`src/rtl/boton_antirrebote.sv`:
```
// Five-button front end for the tic-tac-toe selector: sync, debounce,
// press-edge pulses with one-winner arbitration and direction auto-repeat.
module boton_antirrebote #(
  parameter int DEBOUNCE_CYCLES = 500000,
  parameter int CNT_W           = 20,
  parameter int REPEAT_DELAY    = 25000000,
  parameter int REPEAT_RATE     = 10000000,
  parameter int REP_W           = 25
) (
  input  logic clk,
  input  logic reset,
  input  logic enable,
  input  logic raw_arriba,
  input  logic raw_abajo,
  input  logic raw_izq,
  input  logic raw_der,
  input  logic raw_elige,
  output logic boton_arriba,
  output logic boton_abajo,
  output logic boton_izq,
  output logic boton_der,
  output logic boton_elige,
  output logic boton_activo
);

  // Bit order doubles as priority: elige highest, der lowest.
  localparam int NB = 5;

  localparam logic [CNT_W-1:0] DB_M1 =
    CNT_W'(DEBOUNCE_CYCLES - 1);

  localparam bit REP_ON = (REPEAT_DELAY > 0);

  localparam logic [REP_W-1:0] DLY_M1 =
    REP_W'(REPEAT_DELAY > 0 ? REPEAT_DELAY - 1 : 0);

  localparam logic [REP_W-1:0] RATE_M1 =
    REP_W'(REPEAT_RATE - 1);

  logic [NB-1:0]    raw;
  logic [NB-1:0]    s1_q;
  logic [NB-1:0]    s2_q;
  logic [NB-1:0]    lvl_q;
  logic [NB-1:0]    lvl_d;
  logic [NB-1:0]    prev_q;
  logic [CNT_W-1:0] cnt_q [NB];
  logic [CNT_W-1:0] cnt_d [NB];

  logic [NB-1:0]    rise;
  logic [NB-1:0]    req;
  logic [NB-1:0]    grant;
  logic [NB-1:0]    pulse_q;

  // Owner 0 means none; 1..4 index a direction button.
  logic [2:0]       own_q;
  logic [2:0]       own_d;
  logic [REP_W-1:0] rcnt_q;
  logic [REP_W-1:0] rcnt_d;
  logic             rph_q;
  logic             rph_d;
  logic             own_lvl;
  logic             own_hit;
  logic             rep_fire;
  logic [REP_W-1:0] rep_lim;

  assign raw = {raw_der, raw_izq, raw_abajo,
                raw_arriba, raw_elige};

  always_comb begin
    for (int i = 0; i < NB; i++) begin
      lvl_d[i] = lvl_q[i];
      cnt_d[i] = '0;
      if (s2_q[i] != lvl_q[i]) begin
        if (cnt_q[i] == DB_M1) begin
          lvl_d[i] = s2_q[i];
        end else begin
          cnt_d[i] = cnt_q[i] + 1'b1;
        end
      end
    end
  end

  assign rise = lvl_q & ~prev_q;

  always_comb begin
    own_lvl = 1'b0;
    for (int i = 1; i < NB; i++) begin
      if (own_q == 3'(i)) begin
        own_lvl = lvl_q[i];
      end
    end
  end

  assign rep_lim  = rph_q ? RATE_M1 : DLY_M1;
  assign rep_fire = REP_ON && enable && own_lvl &&
                    (rcnt_q == rep_lim);

  always_comb begin
    req = rise;
    for (int i = 1; i < NB; i++) begin
      if (rep_fire && own_q == 3'(i)) begin
        req[i] = 1'b1;
      end
    end
    if (!enable) begin
      req = '0;
    end
  end

  always_comb begin
    grant = '0;
    priority case (1'b1)
      req[0]:  grant = 5'b00001;
      req[1]:  grant = 5'b00010;
      req[2]:  grant = 5'b00100;
      req[3]:  grant = 5'b01000;
      req[4]:  grant = 5'b10000;
      default: grant = '0;
    endcase
  end

  always_comb begin
    own_hit = 1'b0;
    for (int i = 1; i < NB; i++) begin
      if (own_q == 3'(i) && grant[i]) begin
        own_hit = 1'b1;
      end
    end
  end

  // A repeat that wins keeps the owner on the fast rate;
  // any other accepted press restarts the initial delay.
  always_comb begin
    own_d  = own_q;
    rcnt_d = rcnt_q;
    rph_d  = rph_q;
    if (!enable) begin
      own_d  = '0;
      rcnt_d = '0;
      rph_d  = 1'b0;
    end else if (grant != '0) begin
      rcnt_d = '0;
      rph_d  = rep_fire && own_hit;
      for (int i = 1; i < NB; i++) begin
        if (grant[i]) begin
          own_d = 3'(i);
        end
      end
    end else if (own_q != '0 && !own_lvl) begin
      own_d  = '0;
      rcnt_d = '0;
      rph_d  = 1'b0;
    end else if (own_q != '0 && REP_ON) begin
      rcnt_d = rcnt_q + 1'b1;
    end
  end

  always_ff @(posedge clk) begin
    if (reset) begin
      s1_q    <= '0;
      s2_q    <= '0;
      lvl_q   <= '0;
      prev_q  <= '0;
      cnt_q   <= '{default: '0};
      pulse_q <= '0;
      own_q   <= '0;
      rcnt_q  <= '0;
      rph_q   <= 1'b0;
    end else begin
      s1_q    <= raw;
      s2_q    <= s1_q;
      lvl_q   <= lvl_d;
      prev_q  <= lvl_q;
      cnt_q   <= cnt_d;
      pulse_q <= grant;
      own_q   <= own_d;
      rcnt_q  <= rcnt_d;
      rph_q   <= rph_d;
    end
  end

  assign boton_elige  = pulse_q[0];
  assign boton_arriba = pulse_q[1];
  assign boton_abajo  = pulse_q[2];
  assign boton_izq    = pulse_q[3];
  assign boton_der    = pulse_q[4];
  assign boton_activo = |pulse_q;

endmodule
```
`config.mk`:
```
export PLATFORM = sky130hd
export DESIGN_NAME = boton_antirrebote
export DESIGN_NICKNAME = d
export VERILOG_FILES = /design/src/rtl/boton_antirrebote.sv
export SDC_FILE = /design/constraint.sdc
export NUM_CORES = 1
export LEC_CHECK = 0
export CORE_MARGIN = 3
export CORE_UTILIZATION = 35
export DETAILED_ROUTE_END_ITERATION = 7
export GPL_ROUTABILITY_DRIVEN = 1
export HOLD_SLACK_MARGIN = 0.15
export SYNTH_ARGS = -nofsm -noshare
export SYNTH_HDL_FRONTEND = slang
export SYNTH_SLANG_ARGS = --single-unit
```
`constraint.sdc`:
```
create_clock -name clk -period 6.79 [get_ports clk]
set_clock_uncertainty 0.2 [all_clocks]
set_input_delay 1.358 -clock clk [delete_from_list [all_inputs] [get_ports clk]]
set_output_delay 1.358 -clock clk [all_outputs]
set_load 0.05 [all_outputs]
```
Yosys cells after proc, flatten, opt, wreduce, memory -nomap -nowiden
Cells that the tools add are included.

storage, ports and cells
  register bits after elaboration = 154
  memories = 0
  output and inout port bits = 6
  RAM bits = 0
  logic and storage cells = 104
  bits in read-only memories = 0
  input port bits = 8
  latch bits = 0

operators by class
  reduce and logical (&&, ||, !) cells = 30
  eq/ne operators = 16
  bitwise operators = 8
  shifts and indexed selects = 0
  $lt $le $gt $ge = 0
  div/mod/pow operators = 0
  add/subtract/negate cells = 6
  mux-type cells = 27
  $mul = 0

operators by type and width
  kind                     number
  $add A20 B1 Y20 const B  5
  $eq A20 B19 Y1 const B   5
  $mux W5                  6
  $add A25 B1 Y25 const B  1
  $eq A25 B25 Y1           1
  $mux W25                 1
  $mux W3                  6
  $reduce_or A3 Y1         5
  $mux W1                  14
  $logic_and A1 B1 Y1      12
  $reduce_and A2 Y1        6
  $eq A3 B2 Y1 const B     2
  $not A1 Y1               6
  $and A5 B5 Y5            1
  $ne A1 B1 Y1             5
  $ne A5 B5 Y1 const B     1
  $not A5 Y5               1
  $reduce_bool A5 Y1       1
  $reduce_or A5 Y1         1
  $reduce_or A4 Y1         1
  $eq A3 B1 Y1 const B     1
  $eq A3 B3 Y1 const B     1
  $reduce_bool A3 Y1       1
  $reduce_bool A2 Y1       1
  2 further kinds          2

Depth between registers and ports, before layout
  depth in word-level cells = 22
  depth in mapped cells = 9
  mapped depth without buffers = 8

Worst setup path before layout
OpenSTA, ideal clock, no wires.

  path type = input-to-reg
  start point = input enable
  end point = register own_q[0]
  setup slack = 3.657 ns
  path buffers = 0
  stages = 7
  data arrival time = 2.816 ns
  library setup time = 0.117 ns
  required time = 6.473 ns
  path through = and4bb_1 > nand4_1 > nor2_1 > nor4b_4 > mux2_4 > or2_1 > a32o_1

on the way
  longest elaborated chain between the ends = 13
  elaborated cells between the ends (all ways) = 26
  classes of those cells = 1 x eq/ne; 14 x mux; 1 x bitwise; 10 x reduce/logical

ends and longest elaborated chain
  item                                                    line      RTL
  start, declared                                         12        input logic enable,
  $logic_and A1 B1 Y1 (2 in series)                       95        assign rep_fire = REP_ON && enable && own_lvl &&
  $logic_and A1 B1 Y1                                     101       if (rep_fire && own_q == 3'(i)) begin
  $mux W1                                                 101
  $mux W5                                                 105       if (!enable) begin
  $mux W5 (4 in series)                                   112       priority case (1'b1)
  $mux W5 or $mux W3 (tied branches)                      112, 145
  $reduce_bool A5 Y1 or $mux W3 (tied branches)           141, 145
  $ne A5 B5 Y1 (no line), or another cell as far along    n/a
  $reduce_and A2 Y1 (no line) or $mux W3 (tied branches)  n/a
  end signal, assigned                                    176       own_q <= own_d;
  end, declared                                           55        logic [2:0] own_q;

Several ways; a longest one is shown, not always the timed one.
A chain may end at the register's enable or synchronous reset.

Worst setup path after layout
Same ends and word-level chain as after synthesis.

==> metrics.log <==
[metrics] Hold Path Cell Cnt: 1
[metrics] buffer type at the clock tree root: sky130_fd_sc_hd__clkbuf_16
[metrics] power density relative to cell area: 264.4 nW/um^2
[metrics] Switching Fraction: 0.1981
[metrics] TritonRoute pass-1 iters: 5
[metrics] CP endpoint kind: register
[metrics] metal2 WL: 4822 um
[metrics] reg-to-reg slack, setup: around 4 ns
[metrics] reported max-cap violation count: 0
[metrics] HPWL after detailed placement: ~7700 um
[metrics] count of final setup violators: 0
[metrics] count of distinct cell types in the synthesized netlist: 44
[metrics] source of the worst register-to-register timing path: own_q[1]
[metrics] post-synthesis cell type with the largest combined area: sky130_fd_sc_hd__dfxtp_1
[metrics] detailed-route DRC error count: 0
[metrics] Clock Pin Slew Worst Setup and Hold Paths: roughly 0.060 ns
[metrics] count of antenna-violating nets left after detailed routing: 0
[metrics] grt ovf: 0
[metrics] area share of the leading cell type in the synthesized netlist: 0.4679
[metrics] CTS tree: yes
[metrics] count of buffers inserted at the top-level ports: 13
[metrics] routability cong.: ~0.84
[metrics] quantity of hold-fixing buffers added after cts: 0
[metrics] Sum Neg Setup Slack: 0 ns
[metrics] commonest cells after routing, fill and taps aside: sky130_fd_sc_hd__nor2_1, sky130_fd_sc_hd__dfxtp_1, sky130_fd_sc_hd__xor2_1, sky130_fd_sc_hd__nand2_1, sky130_fd_sc_hd__nand3_1
[metrics] maximum clock insertion buffer count: 2
[metrics] sinks on the clock net: 154
[metrics] commonest non-fill, non-tap cell in the layout: sky130_fd_sc_hd__nor2_1
[metrics] final max-slew violation count: 0
[metrics] Layout Cell Area excl Fill: approximately 7600 sq um
[metrics] initial standard-cell utilization of the core: 0.3618
[metrics] wire length of the first global-routing pass: roughly 20000 um
[metrics] Chip Width: 143.2 um
[metrics] Area Growth Syn to Fin: 14.98%
[metrics] detailed-route via count: roughly 4800
[metrics] timing-limited maximum frequency: approximately 290 MHz
[metrics] worst max-slew margin expressed relative to the limit: 0.5313
[metrics] total internal power: around 1600 uW
[metrics] number of global-route vias before repair: around 4500
[metrics] crit path time final: around 3.4 ns
[metrics] Crit path arrival time: roughly 3.6 ns
[metrics] Post-Syn Area: about 6600 sq um
[metrics] top cells by area in the synthesized netlist: sky130_fd_sc_hd__dfxtp_1, sky130_fd_sc_hd__xor2_1, sky130_fd_sc_hd__nor2_1
[metrics] crit path capture: own_q[0]
[metrics] flop and latch count out of synthesis: approximately 150
[metrics] required time at the worst-slack endpoint: 6.90 ns
[metrics] final cell utilization of the core: 0.4161
[metrics] Net Count, Synth: 770
[metrics] placed standard-cell area: approximately 6900 sq um
[metrics] prevailing post-synth register cell: sky130_fd_sc_hd__dfxtp_1
[metrics] sequential cell area fraction in the yosys report: 0.4679
[metrics] RSZ-0062 raised after global routing: no
[metrics] number of hold violations in the final report: 0
[metrics] number of cells in the design after placement: ~980
[metrics] P_sw: 396.8 uW
[metrics] sequential share of power: 0.454
[metrics] average wire length per cell after detail routing: between 10 and 15 um
[metrics] FP Rows: 49
[metrics] DIE AREA: 20510 sq um
[metrics] M1 wire length: about 6000 um
[metrics] share of synthesized flip-flops with an asynchronous set or reset: 0
[metrics] Post CTS Setup Buffer Count: 0
[metrics] average footprint of a synthesized cell: a little under 9 sq um
[metrics] largest net degree at the start of global routing: 27
[metrics] leakage component of the power: roughly 0.0025 uW
[metrics] total inserted antenna cells: 0
[metrics] maximum vdd drop: between 0.15 and 0.2 mV
[metrics] share of final-layout standard cells stronger than drive strength 1: 0.05378
[metrics] Clk Latency, worst-skew pair: around 0.42 ns
[metrics] part of the power in the clock network: 0.535
[metrics] result of the run: finished, final reports clean
[metrics] number of vias per cell: approximately 4.8
[metrics] area of the core: roughly 18000 sq um
[metrics] Tcrit/Tclk final: 0.5066
[metrics] overall power: between 2000 and 2500 uW
[metrics] worst hold path type: reg -> reg
[metrics] height of the chip: 143.2 um
[metrics] number of top-level design ports: 14
[metrics] critical path startpoint category: primary input
[metrics] H-tree Lvls: 4
[metrics] capture point of the worst reg-to-reg path: rph_q
[metrics] Detailed Route WL: 11380 um
[metrics] number of antenna violations at the first check in global routing: 0
[metrics] Inserted Clock Buffers: 17
[metrics] worst setup path startpoint: enable
[metrics] Max Used Layer: met4
[metrics] combinational share of power: 0.011
[metrics] type of the worst setup path: in -> reg
[metrics] Worst Reg-to-Reg Cells: 6
[metrics] drt first-iter violations: around 240
[metrics] cell count after synthesis: ~760
[metrics] DR WL met3: 415 um
[metrics] Post-synth EDFFs: 0
[metrics] Worst Tran Pin Value: between 0.7 and 0.8 ns
[metrics] number of standard cells in the final layout excluding fillers: 1010
[metrics] highest net fanout along the worst path: 9
[metrics] post-cts repair resize count: 0
[metrics] Final #Nets: roughly 780
[metrics] Total GRT Usage: 0.1210
[metrics] Warnings, synthesis: 0
## worst min-delay path by stage
stage                     startpoint       to  slack (ns)
final                        s1_q[2]  s2_q[2]        0.24
after floorplan              s1_q[0]  s2_q[0]        0.21
after global routing         s1_q[2]  s2_q[2]        0.26
after detailed placement     s1_q[2]  s2_q[2]        0.23
after global placement       s1_q[3]  s2_q[3]        0.22
after CTS                    s1_q[2]  s2_q[2]        0.24
## area by class of cell
| class | count | area, sq um |
|---|---|---|
| inverter | 12 | 45.04 |
| sequential | 154 | 3083 |
| clock inverter | 15 | 245.2 |
| timing repair buffer | 14 | 137.6 |
| clock buffer | 17 | 425.4 |
| tap | 229 | 286.5 |
| multi-input combinational | 569 | 3353 |
| fill | 1788 | 10630 |
## kinds of logic after synthesis
kind of cell,after synthesis,share of synthesized area
AND/OR/NAND/NOR,406,0.3025
flip-flops,154,0.4679
XOR/XNOR,110,0.1462
AO/OA/AOI/OAI,39,0.03589
buffers and inverters,33,0.02317
multiplexers,8,0.01291
adder cells (fa/ha/maj),6,0.01139
## stage by stage
stage	worst slack [ns]	hold WS [ns]
after floorplan	3.657	0.2138
after global placement	2.967	0.2161
after detailed placement	2.934	0.2297
after CTS	3.375	0.2443
after global routing	3.176	0.2620
final	3.350	0.2392
## critical path, stage by stage
cell	delay, ns
sky130_fd_sc_hd__clkdlybuf4s50_1	0.54
sky130_fd_sc_hd__and4bb_1	0.23
sky130_fd_sc_hd__nand4_1	0.11
sky130_fd_sc_hd__nor2_1	0.10
sky130_fd_sc_hd__nor4b_4	0.45
sky130_fd_sc_hd__mux2_4	0.34
sky130_fd_sc_hd__or2_1	0.20
sky130_fd_sc_hd__a32o_1	0.21
## power by group through the flow
stage | registers (uW) | logic (uW) | clock network [uW]
2_1_floorplan | 929 | 15.5 | 0
4_1_cts | 909 | 22.8 | 1100
6_report | 909 | 22.3 | 1070
3_5_place_dp | 929 | 22.7 | 0
5_1_grt | 909 | 25.2 | 1130
3_3_place_gp | 929 | 22.6 | 0
## per-layer routing
layer | vias up | global-route usage
met1 | 2187 | 0.1663
met4 | 0 | 0.03902
met3 | 9 | 0.04052
li1 | 2559 | -
met5 | - | 0
met2 | 49 | 0.1793
## sequential cells by signal, indices dropped and copies added, names as in the netlist
name and cells:
cnt_q 100, rph_q 1, pulse_q 5, s2_q 5, own_q 3, prev_q 5, s1_q 5, lvl_q 5
rcnt_q 25
## synth_stat cells (3+ instances only)
cell type and number:
sky130_fd_sc_hd__nor3_1 17, sky130_fd_sc_hd__or3_1 16, sky130_fd_sc_hd__inv_1 11, sky130_fd_sc_hd__o21ai_0 12, sky130_fd_sc_hd__nand4_1 23, sky130_fd_sc_hd__buf_6 3, sky130_fd_sc_hd__a21oi_1 18, sky130_fd_sc_hd__nor2b_1 22
sky130_fd_sc_hd__a31oi_1 3, sky130_fd_sc_hd__dfxtp_1 154, sky130_fd_sc_hd__and3_1 24, sky130_fd_sc_hd__nor2_1 156, sky130_fd_sc_hd__clkbuf_1 15, sky130_fd_sc_hd__xnor2_1 39, sky130_fd_sc_hd__mux2i_1 7, sky130_fd_sc_hd__nor4b_1 6
sky130_fd_sc_hd__ha_1 6, sky130_fd_sc_hd__nand2b_1 8, sky130_fd_sc_hd__nor4_1 11, sky130_fd_sc_hd__nand2_1 63, sky130_fd_sc_hd__xor2_1 71, sky130_fd_sc_hd__and4_1 4, sky130_fd_sc_hd__nand3_1 41
(Power assumes the default switching activity.)
